==> config.mk <==
export PLATFORM = sky130hd
export DESIGN_NAME = player_mover_flat
export DESIGN_NICKNAME = d
export VERILOG_FILES = /design/src/rtl/maze_pkg.sv /design/src/rtl/player_mover_if.sv /design/src/rtl/maze_map.sv /design/src/rtl/player_mover.sv /design/src/flat_wrapper.sv
export SDC_FILE = /design/constraint.sdc
export NUM_CORES = 1
export LEC_CHECK = 0
export CORE_MARGIN = 2
export CORE_UTILIZATION = 35
export CTS_CLUSTER_SIZE = 24
export DETAILED_ROUTE_END_ITERATION = 6
export GPL_ROUTABILITY_DRIVEN = 1
export PLACE_DENSITY = 0.56
export SYNTH_ARGS = -nofsm -noshare
export SYNTH_HDL_FRONTEND = slang
export SYNTH_SLANG_ARGS = --single-unit
==> constraint.sdc <==
create_clock -name clk -period 5.5 [get_ports clk]
set_input_delay 1.65 -clock clk [delete_from_list [all_inputs] [get_ports clk]]
set_output_delay 1.65 -clock clk [all_outputs]
set_load 0.05 [all_outputs]
==> src/rtl/maze_pkg.sv <==
`default_nettype none
// ============================================================================
//  Module      : maze_pkg
//  Description : Shared direction codes and cell-index helper for the maze
//                player-position tracker.
//  Revision    : 1.0 - initial release
// ============================================================================
package maze_pkg;

   // Move direction codes carried on move_dir; codes 4..7 all mean "no move"
   localparam logic [2:0] DIR_UP    = 3'd0;
   localparam logic [2:0] DIR_DOWN  = 3'd1;
   localparam logic [2:0] DIR_RIGHT = 3'd2;
   localparam logic [2:0] DIR_LEFT  = 3'd3;
   localparam logic [2:0] DIR_NONE  = 3'd4;

   // Row-major bit index of cell (x,y) in the wall bitmap
   function automatic int cell_index(input int x, input int y, input int grid_w);
      return y * grid_w + x;
   endfunction

endpackage
`default_nettype wire

==> src/rtl/player_mover_if.sv <==
`default_nettype none
// ============================================================================
//  Module      : player_mover_if
//  Description : Move-request handshake, wall-map write port and position
//                status bundle between the direction decoder, the tracker
//                and the position display.
//  Revision    : 1.0 - initial release
// ============================================================================
interface player_mover_if #(
   parameter int X_W   = 3,
   parameter int Y_W   = 2,
   parameter int CNT_W = 8
);
   logic             move_valid;
   logic             move_ready;
   logic [2:0]       move_dir;
   logic             wall_we;
   logic [X_W-1:0]   wall_x;
   logic [Y_W-1:0]   wall_y;
   logic             wall_set;
   logic [X_W-1:0]   pos_x;
   logic [Y_W-1:0]   pos_y;
   logic             move_done;
   logic             move_blocked;
   logic [CNT_W-1:0] step_count;

   // Requester side: issues moves and wall edits, observes position
   modport master (
      output move_valid, move_dir, wall_we, wall_x, wall_y, wall_set,
      input  move_ready, pos_x, pos_y, move_done, move_blocked, step_count
   );

   // Tracker side
   modport slave (
      input  move_valid, move_dir, wall_we, wall_x, wall_y, wall_set,
      output move_ready, pos_x, pos_y, move_done, move_blocked, step_count
   );
endinterface
`default_nettype wire

==> src/rtl/maze_map.sv <==
`default_nettype none
// ============================================================================
//  Module      : maze_map
//  Description : Run-time writable wall bitmap, one bit per cell, with a
//                single write port and a combinational read port.
//  Revision    : 1.0 - initial release
// ============================================================================
module maze_map #(
   parameter int           N     = 32,
   parameter int           IDX_W = 5,
   parameter logic [N-1:0] INIT  = '0
) (
   input  wire logic             clk,
   input  wire logic             rst_n,
   input  wire logic             i_we,
   input  wire logic [IDX_W-1:0] i_widx,
   input  wire logic             i_wdata,
   input  wire logic [IDX_W-1:0] i_ridx,
   output logic                  o_rdata
);

   logic [N-1:0] r_map;

   // Wall bits: reload the power-on maze on reset, single-bit edits afterwards
   always_ff @(posedge clk or negedge rst_n) begin
      if (!rst_n) begin
         r_map <= INIT;
      end else if (i_we) begin
         r_map[i_widx] <= i_wdata;
      end
   end

   assign o_rdata = r_map[i_ridx];

endmodule
`default_nettype wire

==> src/rtl/player_mover.sv <==
`default_nettype none
// ============================================================================
//  Module      : player_mover
//  Description : Registered player-position tracker. Accepts one move per
//                handshake, checks the candidate cell against grid edges and
//                the wall map, commits legal moves and counts steps.
//  Revision    : 1.0 - initial release
// ============================================================================
module player_mover
   import maze_pkg::*;
#(
   parameter int                       GRID_W    = 8,
   parameter int                       GRID_H    = 4,
   parameter int                       X_W       = 3,
   parameter int                       Y_W       = 2,
   parameter int                       START_X   = 0,
   parameter int                       START_Y   = 0,
   parameter int                       WRAP      = 0,
   parameter int                       CNT_W     = 8,
   parameter logic [GRID_W*GRID_H-1:0] WALL_INIT = 32'h44451048
) (
   input  wire logic     clk,
   input  wire logic     rst_n,
   player_mover_if.slave bus
);

   localparam int N     = GRID_W * GRID_H;
   localparam int IDX_W = (N > 1) ? $clog2(N) : 1;

   localparam logic [1:0] S_IDLE   = 2'd0;
   localparam logic [1:0] S_CHECK  = 2'd1;
   localparam logic [1:0] S_COMMIT = 2'd2;

   logic [1:0]       r_state;
   logic [2:0]       r_dir;
   logic [X_W-1:0]   r_pos_x;
   logic [Y_W-1:0]   r_pos_y;
   logic [X_W-1:0]   r_cand_x;
   logic [Y_W-1:0]   r_cand_y;
   logic             r_move;
   logic             r_blocked;
   logic             r_done;
   logic             r_blk_out;
   logic [CNT_W-1:0] r_count;

   int               w_cx;
   int               w_cy;
   logic             w_off;
   logic             w_none;
   logic [X_W-1:0]   w_cand_x;
   logic [Y_W-1:0]   w_cand_y;
   logic [IDX_W-1:0] w_cand_idx;
   logic             w_cell_wall;
   logic             w_wr_in_range;
   logic             w_wr_on_player;
   logic             w_map_we;
   logic [IDX_W-1:0] w_widx;

   // Candidate cell from the latched direction; edge crossings either wrap
   // modulo the grid size or are flagged as off-grid
   always_comb begin
      w_cx   = int'(r_pos_x);
      w_cy   = int'(r_pos_y);
      w_off  = 1'b0;
      w_none = 1'b0;
      case (r_dir)
         DIR_UP: begin
            if (w_cy == 0) begin
               if (WRAP != 0) w_cy = GRID_H - 1;
               else           w_off = 1'b1;
            end else begin
               w_cy = w_cy - 1;
            end
         end
         DIR_DOWN: begin
            if (w_cy == GRID_H - 1) begin
               if (WRAP != 0) w_cy = 0;
               else           w_off = 1'b1;
            end else begin
               w_cy = w_cy + 1;
            end
         end
         DIR_RIGHT: begin
            if (w_cx == GRID_W - 1) begin
               if (WRAP != 0) w_cx = 0;
               else           w_off = 1'b1;
            end else begin
               w_cx = w_cx + 1;
            end
         end
         DIR_LEFT: begin
            if (w_cx == 0) begin
               if (WRAP != 0) w_cx = GRID_W - 1;
               else           w_off = 1'b1;
            end else begin
               w_cx = w_cx - 1;
            end
         end
         default: w_none = 1'b1;
      endcase
      w_cand_x   = X_W'(w_cx);
      w_cand_y   = Y_W'(w_cy);
      w_cand_idx = IDX_W'(cell_index(w_cx, w_cy, GRID_W));
   end

   // Wall edits: drop out-of-grid targets and never wall in the player's cell
   assign w_wr_in_range  = (int'(bus.wall_x) < GRID_W) && (int'(bus.wall_y) < GRID_H);
   assign w_wr_on_player = (bus.wall_x == r_pos_x) && (bus.wall_y == r_pos_y);
   assign w_map_we       = bus.wall_we && w_wr_in_range && !(bus.wall_set && w_wr_on_player);
   assign w_widx         = IDX_W'(cell_index(int'(bus.wall_x), int'(bus.wall_y), GRID_W));

   maze_map #(
      .N     (N),
      .IDX_W (IDX_W),
      .INIT  (WALL_INIT)
   ) u_map (
      .clk     (clk),
      .rst_n   (rst_n),
      .i_we    (w_map_we),
      .i_widx  (w_widx),
      .i_wdata (bus.wall_set),
      .i_ridx  (w_cand_idx),
      .o_rdata (w_cell_wall)
   );

   // Request sequencing and verdict capture: IDLE -> CHECK -> COMMIT -> IDLE
   always_ff @(posedge clk or negedge rst_n) begin
      if (!rst_n) begin
         r_state   <= S_IDLE;
         r_dir     <= DIR_NONE;
         r_cand_x  <= '0;
         r_cand_y  <= '0;
         r_move    <= 1'b0;
         r_blocked <= 1'b0;
      end else begin
         case (r_state)
            S_IDLE: begin
               if (bus.move_valid) begin
                  r_dir   <= bus.move_dir;
                  r_state <= S_CHECK;
               end
            end
            S_CHECK: begin
               // Map read reflects writes up to, but not including, this edge
               r_cand_x  <= w_cand_x;
               r_cand_y  <= w_cand_y;
               r_move    <= !w_none && !w_off && !w_cell_wall;
               r_blocked <= !w_none && (w_off || w_cell_wall);
               r_state   <= S_COMMIT;
            end
            S_COMMIT: r_state <= S_IDLE;
            default:  r_state <= S_IDLE;
         endcase
      end
   end

   // Position commit, done/blocked pulses and saturating step counter
   always_ff @(posedge clk or negedge rst_n) begin
      if (!rst_n) begin
         r_pos_x   <= X_W'(START_X);
         r_pos_y   <= Y_W'(START_Y);
         r_done    <= 1'b0;
         r_blk_out <= 1'b0;
         r_count   <= '0;
      end else begin
         r_done    <= (r_state == S_COMMIT);
         r_blk_out <= (r_state == S_COMMIT) && r_blocked;
         if ((r_state == S_COMMIT) && r_move) begin
            r_pos_x <= r_cand_x;
            r_pos_y <= r_cand_y;
            if (r_count != {CNT_W{1'b1}}) begin
               r_count <= r_count + CNT_W'(1);
            end
         end
      end
   end

   assign bus.move_ready   = (r_state == S_IDLE);
   assign bus.pos_x        = r_pos_x;
   assign bus.pos_y        = r_pos_y;
   assign bus.move_done    = r_done;
   assign bus.move_blocked = r_blk_out;
   assign bus.step_count   = r_count;

endmodule
`default_nettype wire

==> src/flat_wrapper.sv <==
// flat-port wrapper written by rule: the top's interface ports become plain ports
module player_mover_flat import maze_pkg::*;
#(
   parameter int                       GRID_W    = 8,
   parameter int                       GRID_H    = 4,
   parameter int                       X_W       = 3,
   parameter int                       Y_W       = 2,
   parameter int                       START_X   = 0,
   parameter int                       START_Y   = 0,
   parameter int                       WRAP      = 0,
   parameter int                       CNT_W     = 8,
   parameter logic [GRID_W*GRID_H-1:0] WALL_INIT = 32'h44451048
)
  (clk, rst_n, bus_move_valid, bus_move_dir, bus_wall_we, bus_wall_x, bus_wall_y, bus_wall_set, bus_move_ready, bus_pos_x, bus_pos_y, bus_move_done, bus_move_blocked, bus_step_count);
  player_mover_if #(.X_W(X_W), .Y_W(Y_W), .CNT_W(CNT_W)) bus_i ();
  input  wire logic clk;
  input  wire logic rst_n;
  input wire logic [$bits(bus_i.move_valid)-1:0] bus_move_valid;
  input wire logic [$bits(bus_i.move_dir)-1:0] bus_move_dir;
  input wire logic [$bits(bus_i.wall_we)-1:0] bus_wall_we;
  input wire logic [$bits(bus_i.wall_x)-1:0] bus_wall_x;
  input wire logic [$bits(bus_i.wall_y)-1:0] bus_wall_y;
  input wire logic [$bits(bus_i.wall_set)-1:0] bus_wall_set;
  output wire logic [$bits(bus_i.move_ready)-1:0] bus_move_ready;
  output wire logic [$bits(bus_i.pos_x)-1:0] bus_pos_x;
  output wire logic [$bits(bus_i.pos_y)-1:0] bus_pos_y;
  output wire logic [$bits(bus_i.move_done)-1:0] bus_move_done;
  output wire logic [$bits(bus_i.move_blocked)-1:0] bus_move_blocked;
  output wire logic [$bits(bus_i.step_count)-1:0] bus_step_count;
  assign bus_i.move_valid = bus_move_valid;
  assign bus_i.move_dir = bus_move_dir;
  assign bus_i.wall_we = bus_wall_we;
  assign bus_i.wall_x = bus_wall_x;
  assign bus_i.wall_y = bus_wall_y;
  assign bus_i.wall_set = bus_wall_set;
  assign bus_move_ready = bus_i.move_ready;
  assign bus_pos_x = bus_i.pos_x;
  assign bus_pos_y = bus_i.pos_y;
  assign bus_move_done = bus_i.move_done;
  assign bus_move_blocked = bus_i.move_blocked;
  assign bus_step_count = bus_i.step_count;
  player_mover #(.GRID_W(GRID_W), .GRID_H(GRID_H), .X_W(X_W), .Y_W(Y_W), .START_X(START_X), .START_Y(START_Y), .WRAP(WRAP), .CNT_W(CNT_W), .WALL_INIT(WALL_INIT)) u_core (.clk(clk), .rst_n(rst_n), .bus(bus_i));
endmodule
## Word level (Yosys, flattened, before mapping)

Index checks and enable logic that the tools add are counted.

- Bits of input ports: 13
- Logic and storage cells: 71
- Flip-flop bits (word level): 59

- Equal/unequal tests: 11
- Reduce and logical (&&, ||, !) cells: 20
- Order comparisons: 3
- Add/subtract/negate cells: 7
- Muxes and demuxes: 18

Operator list:

| kind | number |
|---|---|
| 32-bit bitwise mux | 1 |
| 5-bit by 6-bit < comparator with 1-bit output, second input constant | 2 |
| 5-bit one-hot mux with 2 select lines | 1 |
| 1-bit logical AND | 9 |
| 8-bit by 1-bit adder with 8-bit output, second input constant | 1 |
| 8-bit inequality test, second input constant | 1 |
| 2-bit one-hot mux with 2 select lines | 2 |
| 3-bit by 1-bit == test with 1-bit output, second input constant | 2 |
| 3-bit by 2-bit == test with 1-bit output, second input constant | 2 |
| 3-bit zero test | 2 |
| 1-bit 2-to-1 mux | 6 |
| 2-bit 2-to-1 mux | 3 |
| 5-bit by 3-bit adder with 5-bit output | 1 |
| 5-bit adder | 1 |
| 1-bit binary-select mux with 5-bit select | 1 |
| 1-bit demux with 5-bit select | 1 |
| 5-bit by 1-bit greater-or-equal comparator with 1-bit output, second input constant | 1 |
| 5-bit 2-to-1 mux | 1 |
| 3-bit by 1-bit adder with 4-bit output, second input constant | 1 |
| 2-bit by 1-bit == test with 1-bit output, second input constant | 2 |
| 2-bit zero test | 2 |
| 4-bit 2-to-1 mux | 1 |
| 1-bit one-hot mux with 4 select lines | 1 |
| 2-bit AND reduction | 2 |
| other kinds (10) | 12 |

## Longest topological paths before layout

- Depth after elaboration: 8
- Depth in mapped cells: 13

## Modules after synthesis

Synthesis repeated with hierarchy kept, for this count alone.

- Cell total of the unflattened synthesis: 285
- Area total of the unflattened synthesis: 3218.1 um^2

Modules (own cells, without submodules):

| module | area each (um^2) | sequential area each (um^2) | cells an instance | times used |
|---|---|---|---|---|
| maze_map | 1755.4 | 810.8 | 157 | 1 |
| player_mover | 1462.7 | 676.9 | 128 | 1 |

## Worst setup path before layout

No wires, ideal clock.

- Path kind: input-to-reg
- From: input port bus_wall_y[0]
- To: register u_core.u_map.r_map[13]
- Stages: 8
- Data arrival time: 3.205 ns
- Buffers on the path: 1
- Library setup time: 0.125 ns
- Slack: 2.171 ns
- Required time: 5.375 ns
- Path through: clkbuf_1 xor2_1 nor4_1 nand3_1 nand3_1 or3b_2 nor2_1 mux2_2

- Word-level cells in the longest chain between the ends: 6

RTL lines:

| element | line | RTL |
|---|---|---|
| from (decl) | flat_wrapper.sv:22 | `input wire logic [$bits(bus_i.wall_y)-1:0] bus_wall_y;` |
| 5-bit by 3-bit adder with 5-bit output | maze_pkg.sv:19 | `return y * grid_w + x;` |
| 5-bit by 6-bit < comparator with 1-bit output (implied by the code) / 5-bit by 1-bit greater-or-equal comparator with 1-bit output (equally long branches) | maze_map.sv:29 | `r_map[i_widx] <= i_wdata;` |
| 1-bit logical AND (implied by the code) | maze_map.sv:29 |  |
| 1-bit 2-to-1 mux (implied by the code) | maze_map.sv:29 |  |
| 1-bit demux with 5-bit select | maze_map.sv:29 |  |
| 32-bit bitwise mux | maze_map.sv:29 |  |
| to (signal, indexed assignment) | maze_map.sv:29 |  |
| to (decl) | maze_map.sv:22 | `logic [N-1:0] r_map;` |

Parallel ways exist; a longest one is shown, timed or not.
A chain may end at the register's enable or synchronous reset.

## Worst setup path after layout

- From: register u_core.r_pos_x[0] (netlist: u_core.bus.pos_x[0])
- To: output port bus_pos_x[0]

RTL lines:

| element | line | RTL |
|---|---|---|
| from (decl) | player_mover.sv:36 | `logic [X_W-1:0] r_pos_x;` |
| from (signal assigned) | player_mover.sv:160 | `r_pos_x <= X_W'(START_X);` |
| from (signal assigned) | player_mover.sv:169 | `r_pos_x <= r_cand_x;` |
| to (decl) | flat_wrapper.sv:25 | `output wire logic [$bits(bus_i.pos_x)-1:0] bus_pos_x;` |

No word-level cell between the ends.

==> impl_metrics.ini <==
[cts]
cts_tree = built
clock_sinks = 59
post_cts_resized = 0
post_cts.repair.setup_buffers = 0
clk_pin_slew_ns = 0.07
cts_max_path_buffers = 2
numCtsBuffers = 9
cts_hold_buf = 0
clk-insertion-delay-late_ns = 0.34
htree_levels = 3
cts_root_buf = clkbuf_8

[critical_path]
r2r-end = u_core.r_move
end_kind = output pin
crit_buf_inv = 1
crit_path_max_fanout = 17
reg2reg_depth = 12
r2r-start = u_core.bus.pos_x[0]
worstPathRequired_ns = 3.85
worstPathArrival_ns = 2.04
critical-path-top-delay-family = buffers and inverters
crit_chain = clkdlybuf4s50_1
slowest_stage = clkdlybuf4s50_1
ff2ff_setup_slack_ns = 1.85
path_class = reg2out
cpPeakStageDelay_ns = 0.93
crit_path_start_kind = flop

[hold_path]
min-delay-start = u_core.r_cand_x[0]
whs_endpoint = u_core.r_cand_x[0]
hold_class = reg2reg
whs_path_depth = 2

[drt]
routed_wirelength_mm = 7.90
drc_errors = 0
num_vias = 2514
vias_per_cell = 5.11
wl_per_cell_um = 16.1
drtAntennaViolNets = 0
drtPass1Iterations = 4
drtIter0Drc = 129

[timing]
slew_headroom_pct = 49.7
final_hold_viol_count = 0
period_needed_ns = 3.69
tightestPinTransition_ns = 0.755
grt_setup_unrepaired = no
drv_slew = 0
worst_slack_ns = 1.81
whs_ns = 0.479
setup_viol = 0
skew_ns = 0.00757
setup_tns_ns = 0
fmax_mhz = 271
fin_crit_sh_pct = 67.0

[synth]
synth_top_area_cell = dfrtp_1
synth_top_area_share_pct = 36.9
ys_ff_latch = 59
synthCells = 332
syn_area_per_cell_um2 = 10.2
synth_seq_area_share_pct = 43.9
synth_common_cells = 51 x nor2_1, 50 x dfrtp_1, 39 x mux2_2
syn-num-nets = 350
synth-main-ff-cell = dfrtp_1
netlist_area_um2 = 3390
synth_edf_count = 0
synthDistinctLibCells = 62
synth_warnings = 0
async_flop_share_pct = 100
yosysMostFrequentCell = nor2_1
synth_area_leaders = dfrtp_1 37%, mux2_2 13%, dfstp_2 7.0%, nor2_1 5.6%, nand2_1 3.3%

[cells_and_area]
fillers = 901
layout-drive-gt1-share_pct = 24.0
multi_input_area_um2 = 1800
stdcell_count = 492
synthToLayoutAreaGrowth_pct = 18.4
nNetsFinal = 376
seq_area_um2 = 1490
n_antenna_cell = 0

[pwr]
clkPwrFrac_pct = 24.8
p_leak_nw = 1.70
p_int_w = 0.00119
seq_power_share_pct = 33.4
swShare_pct = 40.1
peakVddDrop_mv = 0.179
power_w = 0.00199
powerDensity_nw_per_um2 = 496
power.net_switching_w = 0.000799
p_comb_share_pct = 41.8

[place]
dp.cells = 476
hpwl_mm = 5.60
port_buffers = 28
pre_cts_ws_ns = 1.62
gp_congestion = 0.900

[die]
die_w_um = 102
core.rowCount = 35
pin_count = 29
start_util_pct = 36.4
die_area_um2 = 10500
fp.dieH_um = 102
core_um2 = 9330

[global_route]
antenna_found_initial = 0
grt_pass1_wl_mm = 13.2
grt_pass1_vias = 2505
gr-total-overflow = 0
grtUsageTotal_pct = 16.6
grt_max_degree = 60

[run]
cap_violations = 0

[run_status]
status = finished, final reports clean
metal layers:
layer	routed length, µm	global-route usage, %
met1	3890	23.6
met3	269	2.87
met5	0	0
met2	3610	25.4
met4	127	6.46
cells by family (layout without fill, tap and decap cells):
logic type,after synthesis,after routing,synth area share [%]
xor+xnor,16,16,4.91
mux,44,44,14.4
buf+inv,23,54,3.10
fa+ha+maj,5,5,1.84
simple gates,135,135,20.3
compound gates,50,50,11.5
flops,59,59,43.9
worst max-delay path by stage:
stage | startpoint | endpoint | slack [ns] | cells past startpoint
2_1_floorplan | bus_wall_y[0] | u_core.u_map.r_map[13] | 2.17 | 8
3_3_place_gp | bus_wall_x[0] | u_core.u_map.r_map[14] | 1.66 | 8
3_5_place_dp | bus_wall_y[0] | u_core.u_map.r_map[14] | 1.62 | 8
4_1_cts | u_core.bus.pos_x[0] | bus_pos_x[0] | 1.81 | 1
5_1_grt | u_core.bus.pos_x[0] | u_core.r_move | 1.67 | 10
6_report | u_core.bus.pos_x[0] | bus_pos_x[0] | 1.81 | 1
power groups by stage:
stage | registers, W | clock network (W) | logic [W]
floorplan | 0.000703 | 0 | 0.000570
global placement | 0.000669 | 0 | 0.000822
detailed placement | 0.000672 | 0 | 0.000827
CTS | 0.000665 | 0.000507 | 0.000833
global route | 0.000681 | 0.000528 | 0.000908
finish | 0.000666 | 0.000493 | 0.000833
layout by cell type (no fill, tap or decap), drive strengths merged, types with 4 or more instances in the layout:
cell           count
o21ai             11
xnor2              9
nand3b             5
clkbuf             9
nand2b             5
clkdlybuf4s50     27
dfrtp             50
nand2             31
nand3             10
a21oi              8
mux2i              5
nand4              4
xor2               7
dfstp              9
and2               6
nor2              51
ha                 5
mux2              39
nor4               4
o211ai             6
inv                9
cell type report:
| type | count | area share (%) |
|---|---|---|
| clock buffers | 9 | 3.08 |
| clock inverters | 7 | 3.08 |
| multi-input cells | 250 | 44.8 |
| well taps | 129 | 4.02 |
| flip-flops and latches | 59 | 37.0 |
| repair buffers | 30 | 7.23 |
| inverters | 8 | 0.748 |
stage by stage:
step                cell area [µm²]  utilization [%]
finish                         4020             43.1
detailed placement             3770             40.4
global route                   4020             43.1
floorplan                      3390                -
global placement               3770             40.4
CTS                            4020             43.1
state kept, by name, summed over array words and instances, names as in the netlist, 2 cells and up:
signal                 flops
u_core.bus.pos_x           3
u_core.bus.pos_y           2
u_core.bus.step_count      8
u_core.r_cand_x            3
u_core.r_cand_y            2
u_core.r_dir               3
u_core.r_state             2
u_core.u_map.r_map        32
(Power assumes the default switching activity.)
